### src/rtl/obi_stall_injector.sv
// obi_stall_injector: OBI timing perturber placed between one core memory
// port and its mm_ram port. Grants are withheld for pseudo-random cycle
// counts and memory responses are buffered in a FIFO, each released after
// a pseudo-random delay, in order. With stall_en_i low it only adds a
// fixed one-cycle response latency.
//
// Ports:
//   clk_i, rst_ni        clock, asynchronous active-low reset
//   stall_en_i           enables random grant/response stalls
//   req_i, gnt_o         core request / grant
//   addr_i, we_i, be_i,
//   wdata_i              core request fields
//   rvalid_o, rdata_o    response to core (rdata_o is 0 when not valid)
//   mem_req_o, mem_gnt_i memory request / grant
//   mem_addr_o, mem_we_o,
//   mem_be_o, mem_wdata_o combinational copies of the core fields
//   mem_rvalid_i,
//   mem_rdata_i          memory response
//   err_o                sticky protocol error
module obi_stall_injector #(
    parameter int unsigned ADDR_WIDTH       = 32,
    parameter int unsigned DATA_WIDTH       = 32,
    parameter int unsigned FIFO_DEPTH       = 4,
    parameter int unsigned MAX_GNT_STALL    = 3,
    parameter int unsigned MAX_RVALID_STALL = 3,
    parameter logic [31:0] LFSR_SEED        = 32'hACE1_2345
) (
    input  logic                    clk_i,
    input  logic                    rst_ni,
    input  logic                    stall_en_i,
    input  logic                    req_i,
    output logic                    gnt_o,
    input  logic [ADDR_WIDTH-1:0]   addr_i,
    input  logic                    we_i,
    input  logic [DATA_WIDTH/8-1:0] be_i,
    input  logic [DATA_WIDTH-1:0]   wdata_i,
    output logic                    rvalid_o,
    output logic [DATA_WIDTH-1:0]   rdata_o,
    output logic                    mem_req_o,
    input  logic                    mem_gnt_i,
    output logic [ADDR_WIDTH-1:0]   mem_addr_o,
    output logic                    mem_we_o,
    output logic [DATA_WIDTH/8-1:0] mem_be_o,
    output logic [DATA_WIDTH-1:0]   mem_wdata_o,
    input  logic                    mem_rvalid_i,
    input  logic [DATA_WIDTH-1:0]   mem_rdata_i,
    output logic                    err_o
);

    localparam int unsigned PTR_W = (FIFO_DEPTH > 1) ? $clog2(FIFO_DEPTH) : 1;
    localparam int unsigned CNT_W = $clog2(FIFO_DEPTH + 1);
    localparam logic [CNT_W-1:0] DEPTH    = CNT_W'(FIFO_DEPTH);
    localparam logic [PTR_W-1:0] LAST_PTR = PTR_W'(FIFO_DEPTH - 1);
    localparam logic [31:0]      LFSR_POLY = 32'h8020_0003;

    typedef enum logic [1:0] {
        S_IDLE,
        S_WAIT,
        S_FWD
    } state_e;

    state_e                state_q, state_d;
    logic [7:0]            gcnt_q, gcnt_d;
    logic [7:0]            rcnt_q;
    logic [31:0]           lfsr_q;
    logic [CNT_W-1:0]      outst_q;
    logic [CNT_W-1:0]      count_q, count_d;
    logic [PTR_W-1:0]      rd_ptr_q, wr_ptr_q;
    logic [DATA_WIDTH-1:0] mem_q [FIFO_DEPTH];
    logic                  err_q;

    logic [7:0] g_rand;
    logic [7:0] r_rand;
    logic       fwd;
    logic       outst_ok;
    logic       fifo_empty;
    logic       fifo_full;
    logic       pop;
    logic       push;
    logic       spurious;
    logic       err_set;
    logic       rcnt_load;

    function automatic logic [PTR_W-1:0] ptr_inc(input logic [PTR_W-1:0] p);
        return (p == LAST_PTR) ? '0 : p + 1'b1;
    endfunction

    // Stall amounts are sampled only when a counter is loaded.
    assign g_rand = stall_en_i
                  ? 8'(32'(lfsr_q[7:0]) % (MAX_GNT_STALL + 1)) : 8'd0;
    assign r_rand = stall_en_i
                  ? 8'(32'(lfsr_q[15:8]) % (MAX_RVALID_STALL + 1)) : 8'd0;

    assign mem_addr_o  = addr_i;
    assign mem_we_o    = we_i;
    assign mem_be_o    = be_i;
    assign mem_wdata_o = wdata_i;

    assign outst_ok = outst_q < DEPTH;

    // fwd is high whenever the FSM is, or enters, FWD in this cycle; the
    // reset gate keeps the combinational grant path quiet during reset.
    assign mem_req_o = fwd && outst_ok && rst_ni;
    assign gnt_o     = mem_req_o && mem_gnt_i;

    always_comb begin
        state_d = state_q;
        gcnt_d  = gcnt_q;
        fwd     = 1'b0;
        unique case (state_q)
            S_IDLE: begin
                if (req_i) begin
                    gcnt_d = g_rand;
                    if (g_rand == 8'd0) begin
                        fwd     = 1'b1;
                        state_d = S_FWD;
                    end else begin
                        state_d = S_WAIT;
                    end
                end
            end
            S_WAIT: begin
                if (!req_i) begin
                    state_d = S_IDLE;
                end else if (gcnt_q <= 8'd1) begin
                    // last stall cycle: counter hits zero and forwards now
                    gcnt_d  = 8'd0;
                    fwd     = 1'b1;
                    state_d = S_FWD;
                end else begin
                    gcnt_d = gcnt_q - 8'd1;
                end
            end
            S_FWD: begin
                if (!req_i) begin
                    state_d = S_IDLE;
                end else begin
                    fwd = 1'b1;
                end
            end
            default: begin
                state_d = S_IDLE;
            end
        endcase
        if (fwd && outst_ok && mem_gnt_i) begin
            state_d = S_IDLE;
        end
    end

    always_ff @(posedge clk_i or negedge rst_ni) begin
        if (!rst_ni) begin
            state_q <= S_IDLE;
            gcnt_q  <= 8'd0;
            lfsr_q  <= LFSR_SEED;
        end else begin
            state_q <= state_d;
            gcnt_q  <= gcnt_d;
            lfsr_q  <= (lfsr_q >> 1) ^ (lfsr_q[0] ? LFSR_POLY : 32'h0);
        end
    end

    assign fifo_empty = count_q == '0;
    assign fifo_full  = count_q == DEPTH;
    assign rvalid_o   = !fifo_empty && (rcnt_q == 8'd0);
    assign rdata_o    = rvalid_o ? mem_q[rd_ptr_q] : '0;
    assign pop        = rvalid_o;

    // A response with no granted transaction waiting for it is discarded,
    // so the outstanding count can never fall below the FIFO occupancy.
    assign spurious = mem_rvalid_i && (outst_q == count_q);
    assign push     = mem_rvalid_i && !spurious && (!fifo_full || pop);
    assign err_set  = spurious || (mem_rvalid_i && fifo_full && !pop);

    always_comb begin
        count_d = count_q;
        if (push && !pop) begin
            count_d = count_q + 1'b1;
        end else if (!push && pop) begin
            count_d = count_q - 1'b1;
        end
    end

    // A fresh delay applies to each entry as it becomes the head.
    assign rcnt_load = (push && fifo_empty) || (pop && (count_d != '0));

    always_ff @(posedge clk_i or negedge rst_ni) begin
        if (!rst_ni) begin
            count_q  <= '0;
            rd_ptr_q <= '0;
            wr_ptr_q <= '0;
            rcnt_q   <= 8'd0;
            outst_q  <= '0;
            err_q    <= 1'b0;
        end else begin
            count_q <= count_d;
            if (push) begin
                wr_ptr_q <= ptr_inc(wr_ptr_q);
            end
            if (pop) begin
                rd_ptr_q <= ptr_inc(rd_ptr_q);
            end
            if (rcnt_load) begin
                rcnt_q <= r_rand;
            end else if (!fifo_empty && (rcnt_q != 8'd0)) begin
                rcnt_q <= rcnt_q - 8'd1;
            end
            if (gnt_o && !pop) begin
                outst_q <= outst_q + 1'b1;
            end else if (!gnt_o && pop && (outst_q != '0)) begin
                outst_q <= outst_q - 1'b1;
            end
            if (err_set) begin
                err_q <= 1'b1;
            end
        end
    end

    always_ff @(posedge clk_i) begin
        if (push) begin
            mem_q[wr_ptr_q] <= mem_rdata_i;
        end
    end

    assign err_o = err_q;

endmodule
### config.mk
export PLATFORM = sky130hd
export DESIGN_NAME = obi_stall_injector
export DESIGN_NICKNAME = d
export VERILOG_FILES = /design/src/rtl/obi_stall_injector.sv
export SDC_FILE = /design/constraint.sdc
export NUM_CORES = 1
export LEC_CHECK = 0
export BUFFER_PORTS_ARGS = -buffer_cell sky130_fd_sc_hd__buf_2
export CORE_MARGIN = 2
export CORE_UTILIZATION = 43
export DETAILED_ROUTE_END_ITERATION = 8
export PLACE_DENSITY = 0.67
export REMOVE_ABC_BUFFERS = 1
export SLEW_MARGIN = 0
export SYNTH_ARGS = -nofsm -noshare
export SYNTH_HDL_FRONTEND = slang
export SYNTH_SLANG_ARGS = --single-unit
### constraint.sdc
create_clock -name clk_i -period 3.9 [get_ports clk_i]
set_clock_uncertainty 0.15 [all_clocks]
set_input_delay 0.195 -clock clk_i [delete_from_list [all_inputs] [get_ports clk_i]]
set_output_delay 0.195 -clock clk_i [all_outputs]
set_load 0.02 [all_outputs]
==> results of run 1 <==
cells in the final DEF, fill, tap and decap left out, types with 13 or more instances in the layout:
cell             n
buf_2           73
clkbuf_16       17
dfrtp_1         45
dfstp_2         14
dlygate4sd3_1   37
edfxtp_1       128
mux4_2          32
nand2_1         20
nor2_1          21
nor2b_1         36
o21ai_0         15
xor2_1          13
worst paths after layout:
path / from / to / slack (ns) / cells after the start
setup / recovery: gcnt_q[2] / outst_q[1] / 0.71 / 8
hold / removal: req_i / outst_q[1] / 0.17 / 5
setup reg to reg: gcnt_q[2] / outst_q[1] / 0.71 / 8
hold reg to reg: lfsr_q[3] / lfsr_q[2] / 0.20 / 0
max in group asynchronous: rst_ni / rd_ptr_q[1] / 2.71 / 3
min in group asynchronous: rst_ni / rcnt_q[6] / 0.35 / 3
timing repair:
| action | CTS | global route |
|---|---|---|
| hold buffers | 37 | 0 |
| setup buffers | 0 | 0 |
| resized for setup | 0 | 0 |
| hold endpoints to repair | 179 | 0 |
kinds of logic (layout without fill, tap and decap cells):
kind of cell	after synthesis	count (layout)	share of synthesized area
mux	36	36	0.0949
buf+inv	99	163	0.0801
simple gates	108	108	0.0753
compound gates	46	46	0.0404
fa+ha+maj	12	12	0.0196
xor+xnor	17	17	0.0185
flops	189	189	0.671
cells in the mapped netlist, types with 2 or more instances:
cell type    n
a21o_1       5
a21oi_1     10
a31o_2       2
and2_1       4
buf_1        3
buf_4       70
clkbuf_1    13
dfrtp_1     47
dfstp_2     14
edfxtp_1   128
ha_1        11
inv_1       11
mux2i_1      3
mux4_2      32
nand2_1     20
nand2b_1     3
nand3_1      4
nand4_1      2
nand4b_1     3
nor2_1      21
nor2b_1     36
nor3_1       6
nor3b_1      3
o21ai_0     15
o31ai_1      2
xnor2_1      4
xor2_1      13
sequential cells by signal, summed over array words and instances, names as in the netlist:
name,count
count_q,3
rd_ptr_q,2
gcnt_q,8
mem_q,128
state_q,2
lfsr_q,32
wr_ptr_q,2
rcnt_q,8
outst_q,3
err_o,1
layer usage:
metal | GRT usage | part of all wire | vias up | wire, um
met1 | 0.216 | 0.42 | 2137 | 7100
met5 | 0.0150 | 0 | - | 0
met2 | 0.257 | 0.45 | 189 | 7500
met3 | 0.115 | 0.12 | 12 | 2020
li1 | - | - | 1887 | -
met4 | 0.0379 | 0.0069 | 0 | 116
final cells by class:
| cell class | count | area [um2] |
|---|---|---|
| multi-input cells | 219 | 2010 |
| fillers | 1486 | 8990 |
| clock inverters | 14 | 189 |
| clock buffers | 18 | 429 |
| flip-flops and latches | 189 | 5390 |
| inverters | 11 | 41.3 |
| repair buffers | 120 | 811 |
| well taps | 229 | 287 |
through the flow:
| stage | util | setup WS [ns] | hold WS [ns] | cells |
|---|---|---|---|---|
| 5_1_grt | 0.504 | 0.532 | 0.188 | 800 |
| 4_1_cts | 0.504 | 0.693 | 0.161 | 800 |
| 2_1_floorplan | - | 0.478 | -0.251 | 419 |
| 3_3_place_gp | 0.450 | 0.791 | 0.187 | 731 |
| 3_5_place_dp | 0.450 | 0.707 | 0.186 | 731 |
| 6_report | 0.504 | 0.706 | 0.174 | 800 |
power groups by stage:
stage                     Sequential (mW)  Combinational, mW  Clock [mW]
after floorplan                      2.74              0.818           0
after global placement               2.76               1.12           0
after detailed placement             2.79               1.16           0
after CTS                            2.75               1.19        1.82
after global routing                 2.79               1.28        1.90
final                                2.74               1.17        1.78
worst max-delay path, stage by stage (launching register included):
cell,delay [ns]
dfrtp_1,0.43
or4_4,0.60
o41a_4,0.49
nor4_4,0.38
nand2_1,0.12
fa_1,0.48
mux2_2,0.28
nand2_1,0.06
o211ai_1,0.08
==> impl_metrics.env, run 1 <==
export IMPL_antenna_cells=0
export IMPL_io_pins=212
export IMPL_yosysTopAreaCellShare=0.479
export IMPL_firstDrtPassIters=6
export IMPL_hold_class="in -> reg"
export IMPL_fin_crit_ns=3.19
export IMPL_synth_edff_count=128
export IMPL_ys_seq_area_frac=0.671
export IMPL_routed_via_density=5.28
export IMPL_port_buffers=73
export IMPL_initialDrtViolationCount=293
export IMPL_syn_avg_cell_area_um2=15.8
export IMPL_grt_pass1_wl_mm=25.7
export IMPL_peakVddDrop_mv=0.413
export IMPL_yosysTopAreaCell="edfxtp_1"
export IMPL_max_freq_mhz=313
export IMPL_ant_nets=0
export IMPL_ys_flop_type="edfxtp_1"
export IMPL_clock_sinks=189
export IMPL_drv_slew=0
export IMPL_grt_pass1_vias=4543
export IMPL_crit_fanout=7
export IMPL_cts_max_level=4
export IMPL_maxCapViolCount=0
export IMPL_syn_area_um2=8030
export IMPL_tns_ns=0
export IMPL_outcome="complete, no violations"
export IMPL_cts_tree="built"
export IMPL_ys_ff_latch=189
export IMPL_num_nets_final=677
export IMPL_dpl_hpwl_mm=10.7
export IMPL_crit_type="reg -> reg"
export IMPL_final_area_um2=9150
export IMPL_worst_setup_path_start_kind="flop"
export IMPL_vias=4225
export IMPL_max_slew_margin_rel=0.391
export IMPL_clk_pin_slew_ns=0.07
export IMPL_synthTopCellsByArea="edfxtp_1 48%, dfrtp_1 15%, mux4_2 9.0%"
export IMPL_hold_violations=0
export IMPL_switching_share=0.281
export IMPL_period_share=0.819
export IMPL_grt_max_degree=63
export IMPL_place_gp_congestion=0.770
export IMPL_cp_required_ns=4.04
export IMPL_clockPowerShare=0.312
export IMPL_grt_usage=0.175
export IMPL_die_area_um2=19800
export IMPL_synth_cell_types=49
export IMPL_cts_max_path_buffers=2
export IMPL_intPower_mw=4.09
export IMPL_start_util=0.442
export IMPL_drive_above_1_share=0.306
export IMPL_drc=0
export IMPL_pwr_share_seq=0.482
export IMPL_clock_latency_ns=0.43
export IMPL_fp_dieH_um=141
export IMPL_worstPathArrival_ns=3.34
export IMPL_rows=49
export IMPL_power_frac_comb=0.206
export IMPL_die_w_um=141
export IMPL_gr_total_overflow=0
export IMPL_routedWlPerCell_um=20.9
export IMPL_critPathCaptureType="flop"
export IMPL_switchingPower_mw=1.60
export IMPL_async_flop_share=0.323
export IMPL_pwr_density_cell_nw_per_um2=622
export IMPL_ys_warn_count=0
export IMPL_placed_area_um2=8170
export IMPL_rsz0062_at_grt="no"
export IMPL_finalWirelength_mm=16.7
export IMPL_netlist_instances=507
export IMPL_cts_made_buffers=17
export IMPL_area_delta_synth_final_pct=14.0
export IMPL_core_um2=18100
export IMPL_finalPower_mw=5.70
export IMPL_tightest_slew_ns=0.913
export IMPL_antenna_found_initial=0
export IMPL_clockRootBuffer="clkbuf_16"
export IMPL_p_leak_nw=3.47
export IMPL_setup_violations=0
Power figures use the tool's default switching activity.
==> run 2, diff against run 1 <==
--- a/config.mk
+++ b/config.mk
@@ -5,11 +5,12 @@
 export SDC_FILE = /design/constraint.sdc
 export NUM_CORES = 1
 export LEC_CHECK = 0
+export ABC_AREA = 1
 export BUFFER_PORTS_ARGS = -buffer_cell sky130_fd_sc_hd__buf_2
 export CORE_MARGIN = 2
 export CORE_UTILIZATION = 43
 export DETAILED_ROUTE_END_ITERATION = 8
-export PLACE_DENSITY = 0.67
+export PLACE_DENSITY = 0.7
 export REMOVE_ABC_BUFFERS = 1
 export SLEW_MARGIN = 0
 export SYNTH_ARGS = -nofsm -noshare
==> constraint.sdc (replaced) <==
create_clock -name clk_i -period 2.6 [get_ports clk_i]
set_clock_uncertainty 0.15 [all_clocks]
set_input_delay 0.13 -clock clk_i [delete_from_list [all_inputs] [get_ports clk_i]]
set_output_delay 0.13 -clock clk_i [all_outputs]
set_load 0.02 [all_outputs]
==> run 2 against run 1 <==
Non-clock buffer count increased by 11. Sequential cell count unchanged. Combinational power increased by 140%. Core utilization increased by 0.19 points. Via count rose by 25%. Cell count rose by 30%. Power grew 63%. Critical path depth rose by 1. Sequential power up 50%. Routed wire length increased by 13%. Synthesized cell count rose by 46%. Worst hold slack got worse by 0.080 ns. Highest routed layer is now met5.
==> impl_metrics.env, run 2 <==
export IMPL_dp_cells=967
export IMPL_cp_required_ns=2.32
export IMPL_ant_nets=0
export IMPL_drive_above_1_share=0.211
export IMPL_dpl_hpwl_mm=12.5
export IMPL_synthTopCellsByArea="edfxtp_1 47%, dfrtp_1 14%, nor2_1 7.3%"
export IMPL_yosysTopAreaCell="edfxtp_1"
export IMPL_place_gp_congestion=0.839
export IMPL_outcome="complete, no violations"
export IMPL_rows=50
export IMPL_die_w_um=142
export IMPL_regMostFlops="mem_q"
export IMPL_fp_dieH_um=142
export IMPL_stdcell_count=1039
export IMPL_grt_usage=0.189
export IMPL_start_util=0.439
export IMPL_p_leak_nw=3.91
export IMPL_cts_max_path_buffers=2
export IMPL_antenna_found_initial=0
export IMPL_grt_pass1_wl_mm=28.4
export IMPL_hold_violations=0
export IMPL_grt_max_degree=65
export IMPL_routed_via_density=5.07
export IMPL_die_area_um2=20300
export IMPL_worstPathArrival_ns=2.16
export IMPL_synth_top_family_by_area="simple AND/OR/NAND/NOR gates"
export IMPL_synth_compound_area_share=0.0734
export IMPL_clock_sinks=189
export IMPL_cts_made_buffers=17
export IMPL_firstDrtPassIters=5
export IMPL_muxShareOfSynthArea=0
export IMPL_yosysTopAreaCellShare=0.466
export IMPL_multiInputGateArea_um2=2090
export IMPL_finalWirelength_mm=18.9
export IMPL_hold_class="in -> reg"
export IMPL_antenna_cells=0
export IMPL_max_slew_margin_rel=0.513
export IMPL_regArea_um2=5390
export IMPL_num_nets_final=911
export IMPL_fin_ws_ns=0.157
export IMPL_port_buffers=73
export IMPL_synth_common_cells="161 x nor2_1, 128 x edfxtp_1, 72 x o21ai_0, 69 x buf_4, 52 x nand2_1"
export IMPL_ys_flop_type="edfxtp_1"
export IMPL_cts_tree="built"
export IMPL_critPathCaptureType="output pin"
export IMPL_ys_ff_latch=189
export IMPL_post_place_ws_ns=0.240
export IMPL_synth_fa_ha_area_frac=0.0191
export IMPL_drc=0
export IMPL_crit_fanout=15
export IMPL_clockRootBuffer="clkbuf_16"
export IMPL_synth_edff_count=128
export IMPL_vias=5265
export IMPL_synth_cell_types=37
export IMPL_core_um2=18800
export IMPL_clock_latency_ns=0.42
export IMPL_ys_seq_area_frac=0.653
export IMPL_syn_area_um2=8250
export IMPL_pwr_density_cell_nw_per_um2=979
export IMPL_cts_max_level=4
export IMPL_tightest_slew_ns=0.730
export IMPL_clk_pin_slew_ns=0.07
export IMPL_netlist_instances=738
export IMPL_largest_reg_flops=128
export IMPL_io_pins=212
export IMPL_syn_avg_cell_area_um2=11.2
export IMPL_crit_type="reg -> out"
export IMPL_initialDrtViolationCount=360
export IMPL_area_delta_synth_final_pct=15.2
export IMPL_reg_top3="mem_q x128, lfsr_q x32"
export IMPL_maxCapViolCount=0
export IMPL_final_common_cell="nor2_1"
export IMPL_n_fill_cell=1585
export IMPL_fin_crit_ns=2.44
export IMPL_async_flop_share=0.323
export IMPL_ys_warn_count=0
export IMPL_max_freq_mhz=409
export IMPL_synth_simple_gate_area_frac=0.133
export IMPL_drv_slew=0
export IMPL_yosysMostFrequentCell="nor2_1"
export IMPL_routedWlPerCell_um=18.2
export IMPL_synth_xor_xnor_area_share=0.0202
export IMPL_period_share=0.940
export IMPL_gr_total_overflow=0
export IMPL_setup_violations=0
export IMPL_mostFrequentLayoutCells="156 x nor2_1, 128 x edfxtp_1, 72 x o21ai_0"
export IMPL_worst_setup_path_start_kind="flop"
export IMPL_peakVddDrop_mv=0.482
export IMPL_grt_pass1_vias=5064
==> run 2: cell types whose count changed after synthesis, moves of 5 or more <==
cell      delta
o21ai_0     +57
clkbuf_1     +8
mux4_2      -32
nor3_1       -5
a21oi_1     +26
nor2b_1     -36
nor2_1     +140
inv_1       +37
nand3_1     +13
nand2_1     +32
==> run 2: path summary, 6_finish.rpt <==
| kind | startpoint | to | slack, ns | cells past startpoint |
|---|---|---|---|---|
| worst min-delay path | req_i | state_q[0] | 0.09 | 5 |
| worst max-delay path | rcnt_q[0] | rdata_o[11] | 0.16 | 9 |
| worst max register to register | gcnt_q[0] | outst_q[2] | 0.22 | 14 |
| max in group asynchronous | rst_ni | rd_ptr_q[0] | 1.52 | 3 |
| worst min register to register | lfsr_q[11] | lfsr_q[10] | 0.19 | 0 |
| min in group asynchronous | rst_ni | state_q[0] | 0.23 | 3 |
==> run 2: repair_timing <==
action                                  in CTS  in global routing
buffers inserted                             0                  4
hold buffers                                36                  0
pin swaps                                    1                  1
endpoints found under the setup margin      24                 25
hold endpoints to repair                   182                  0
resized for setup                            7                  7
==> run 2: through the flow <==
step | hold slack [ns] | utilization | instance area (um2) | TNS (ns) | total power [mW]
CTS | 0.0690 | 0.504 | 9450 | 0 | 9.36
floorplan | -0.316 | - | 7610 | -76.40 | 5.94
detailed placement | 0.110 | 0.453 | 8510 | 0 | 6.86
finish | 0.0939 | 0.506 | 9500 | 0 | 9.31
global route | 0.110 | 0.506 | 9500 | -0.0456 | 9.92
global placement | 0.110 | 0.453 | 8510 | 0 | 6.78
==> run 2: layer usage <==
layer	GRT usage	share of wire	vias up	wire, um
met3	0.138	0.15	20	2860
met4	0.0433	0.0088	2	167
met1	0.233	0.42	2473	7890
met5	0.0777	0.0056	-	105
met2	0.261	0.42	272	7840
li1	-	-	2498	-
==> run 2: final cells by class <==
| class | count | area share |
|---|---|---|
| Clock buffer | 18 | 0.0452 |
| Clock inverter | 14 | 0.0138 |
| Inverter | 50 | 0.0197 |
| Multi-Input combinational cell | 403 | 0.220 |
| Sequential cell | 189 | 0.567 |
| Tap cell | 234 | 0.0308 |
| Timing Repair Buffer | 131 | 0.103 |
==> run 2: cell families (layout without fill, tap and decap cells) <==
| kind of cell | count (synthesis) | count (layout) |
|---|---|---|
| adder cells (fa/ha/maj) | 12 | 12 |
| XOR/XNOR | 19 | 19 |
| flip-flops | 189 | 189 |
| AND/OR/NAND/NOR | 255 | 255 |
| AO/OA/AOI/OAI | 117 | 117 |
| buffers and inverters | 146 | 213 |
==> run 2: power breakdown <==
part,switching [mW],internal [mW]
clock,1.17,1.26
combinational,1.80,0.970
sequential,0.216,3.88
total,3.19,6.12
==> run 2: worst max-delay path: stages (launching register included) <==
cell and delay, ns:
dfrtp_1 0.36, inv_1 0.11, ha_2 0.22, nand2_1 0.07, nor2_2 0.15, nand3_4 0.11
buf_6 0.17, buf_4 0.21, a21oi_1 0.15, buf_2 0.19
==> run 3, diff against run 2 <==
--- a/config.mk
+++ b/config.mk
@@ -8,9 +8,9 @@
 export ABC_AREA = 1
 export BUFFER_PORTS_ARGS = -buffer_cell sky130_fd_sc_hd__buf_2
 export CORE_MARGIN = 2
-export CORE_UTILIZATION = 43
+export CORE_UTILIZATION = 45
 export DETAILED_ROUTE_END_ITERATION = 8
-export PLACE_DENSITY = 0.7
+export PLACE_DENSITY = 0.72
 export REMOVE_ABC_BUFFERS = 1
 export SLEW_MARGIN = 0
 export SYNTH_ARGS = -nofsm -noshare
==> run 3 against run 2 <==
Sequential cell count stayed put. Global-route usage up 1.1 points. Clock-buffer cell count is the same. Power rose by 0.75%. Worst hold slack improved by 0.016 ns. Register-to-register slack got worse by 0.02 ns. Cell count down 0.87%. Sequential power about the same. Fmax down 2.2%.
==> impl_metrics.env, run 3 (synthesis gave the netlist of run 2 again) <==
export IMPL_outcome="complete, no violations"
export IMPL_io_pins=212
export IMPL_regMostFlops="mem_q"
export IMPL_clock_sinks=189
export IMPL_r2r_cells=16
export IMPL_cp_required_ns=2.32
export IMPL_worstPathArrival_ns=2.22
export IMPL_cp_startpoint="count_q[0]"
export IMPL_drc=0
export IMPL_die_area_um2=19400
export IMPL_r2r_slack_ns=0.20
export IMPL_hold_class="in -> out"
export IMPL_mostFrequentLayoutCells="156 x nor2_1, 128 x edfxtp_1, 72 x o21ai_0"
export IMPL_ant_nets=0
export IMPL_max_slew_margin_rel=0.512
export IMPL_cts_tree="built"
export IMPL_vias=5287
export IMPL_die_w_um=139
export IMPL_pwr_density_cell_nw_per_um2=987
export IMPL_largest_reg_flops=128
export IMPL_routed_via_density=5.13
export IMPL_routedWlPerCell_um=18.8
export IMPL_crit_family="buffers and inverters"
export IMPL_rsz0062_at_grt="yes"
export IMPL_fin_crit_ns=2.50
export IMPL_critPathCaptureType="output pin"
export IMPL_grt_usage=0.201
export IMPL_clk_pin_slew_ns=0.07
export IMPL_antenna_found_initial=0
export IMPL_port_buffers=73
export IMPL_dpl_hpwl_mm=12.4
export IMPL_firstDrtPassIters=5
export IMPL_critPathBufInv=6
export IMPL_antenna_cells=0
export IMPL_holdPathStages=0
export IMPL_stdcell_count=1030
export IMPL_reg_top3="mem_q x128, lfsr_q x32"
export IMPL_finalPower_mw=9.38
export IMPL_start_util=0.459
export IMPL_crit_fanout=13
export IMPL_grt_max_degree=62
export IMPL_gr_total_overflow=0
export IMPL_drive_above_1_share=0.207
export IMPL_cts_made_buffers=17
export IMPL_clock_latency_ns=0.42
export IMPL_cts_max_level=4
export IMPL_fp_dieH_um=139
export IMPL_peakVddDrop_mv=0.493
export IMPL_crit_path_top_delay_cell="dfrtp_1"
export IMPL_clockRootBuffer="clkbuf_16"
export IMPL_rows=49
export IMPL_worstReg2RegStart="count_q[0]"
export IMPL_cpPeakStageDelay_ns=0.39
export IMPL_dp_cells=958
export IMPL_place_gp_congestion=0.779
export IMPL_max_freq_mhz=400
export IMPL_r2r_end="rcnt_q[0]"
export IMPL_setup_violations=0
export IMPL_final_common_cell="nor2_1"
export IMPL_finalWirelength_mm=19.4
export IMPL_period_share=0.960
export IMPL_grt_pass1_wl_mm=29.3
export IMPL_cts_max_path_buffers=2
export IMPL_worst_setup_path_start_kind="flop"
export IMPL_num_nets_final=907
export IMPL_hold_violations=0
export IMPL_maxCapViolCount=0
export IMPL_area_delta_synth_final_pct=15.2
export IMPL_hold_start="addr_i[11]"
export IMPL_crit_type="reg -> out"
export IMPL_tightest_slew_ns=0.732
export IMPL_core_um2=18000
export IMPL_crit_chain="inv_1 > ha_1 > inv_1 > nor2_4 > inv_2 > nand3_4 > buf_12 > buf_4 > a21oi_2 > buf_4"
export IMPL_p_leak_nw=3.92
export IMPL_grt_pass1_vias=5209
export IMPL_worstHoldEndpoint="mem_addr_o[11]"
export IMPL_initialDrtViolationCount=389
export IMPL_drv_slew=0
-- run 3: power by group --
group	internal (mW)	switching (mW)
sequential	3.88	0.236
combinational	0.921	1.79
clock	1.36	1.18
total	6.17	3.21
-- run 3: layout make-up --
cell class / instances / area (um2)
clock inverter: 14 / 163
fill: 1497 / 8460
sequential: 189 / 5390
clock buffer: 18 / 429
timing repair buffer: 127 / 958
multi-input combinational: 403 / 2090
inverter: 50 / 188
tap: 229 / 287
-- run 3: routing by layer --
metal	wire [um]	track usage	vias to the layer above
met1	7600	0.242	2527
met4	142	0.0569	4
met5	138	0.0727	-
met3	2830	0.130	15
met2	8690	0.290	249
li1	-	-	2492
-- run 3: per-stage QoR --
stage / setup slack, ns / hold WS [ns] / setup TNS, ns / cell area (um2) / utilization
2_1_floorplan: -0.508 / -0.316 / -76.40 / 7610 / -
3_3_place_gp: 0.329 / 0.110 / 0 / 8460 / 0.471
3_5_place_dp: 0.246 / 0.110 / 0 / 8460 / 0.471
4_1_cts: 0.00774 / 0.105 / 0 / 9470 / 0.527
5_1_grt: 0.00270 / 0.110 / 0 / 9500 / 0.529
6_report: 0.103 / 0.110 / 0 / 9500 / 0.529
-- run 3: repair_timing --
item                                   CTS  global route
endpoints found under the hold margin  181             0
cloned                                   1             0
buffers inserted                         0             3
hold buffers                            36             0
setup endpoints to repair                6            19
resized for setup                        6             5
-- run 3: worst max-delay path by stage --
stage	endpoint	slack, ns	depth (start not counted)
after global routing	rdata_o[30]	0.003	10
after global placement	outst_q[2]	0.33	14
final	rdata_o[15]	0.10	10
after CTS	rdata_o[12]	0.008	10
after detailed placement	rcnt_q[0]	0.25	16
after floorplan	mem_q[0][0]	-0.51	8
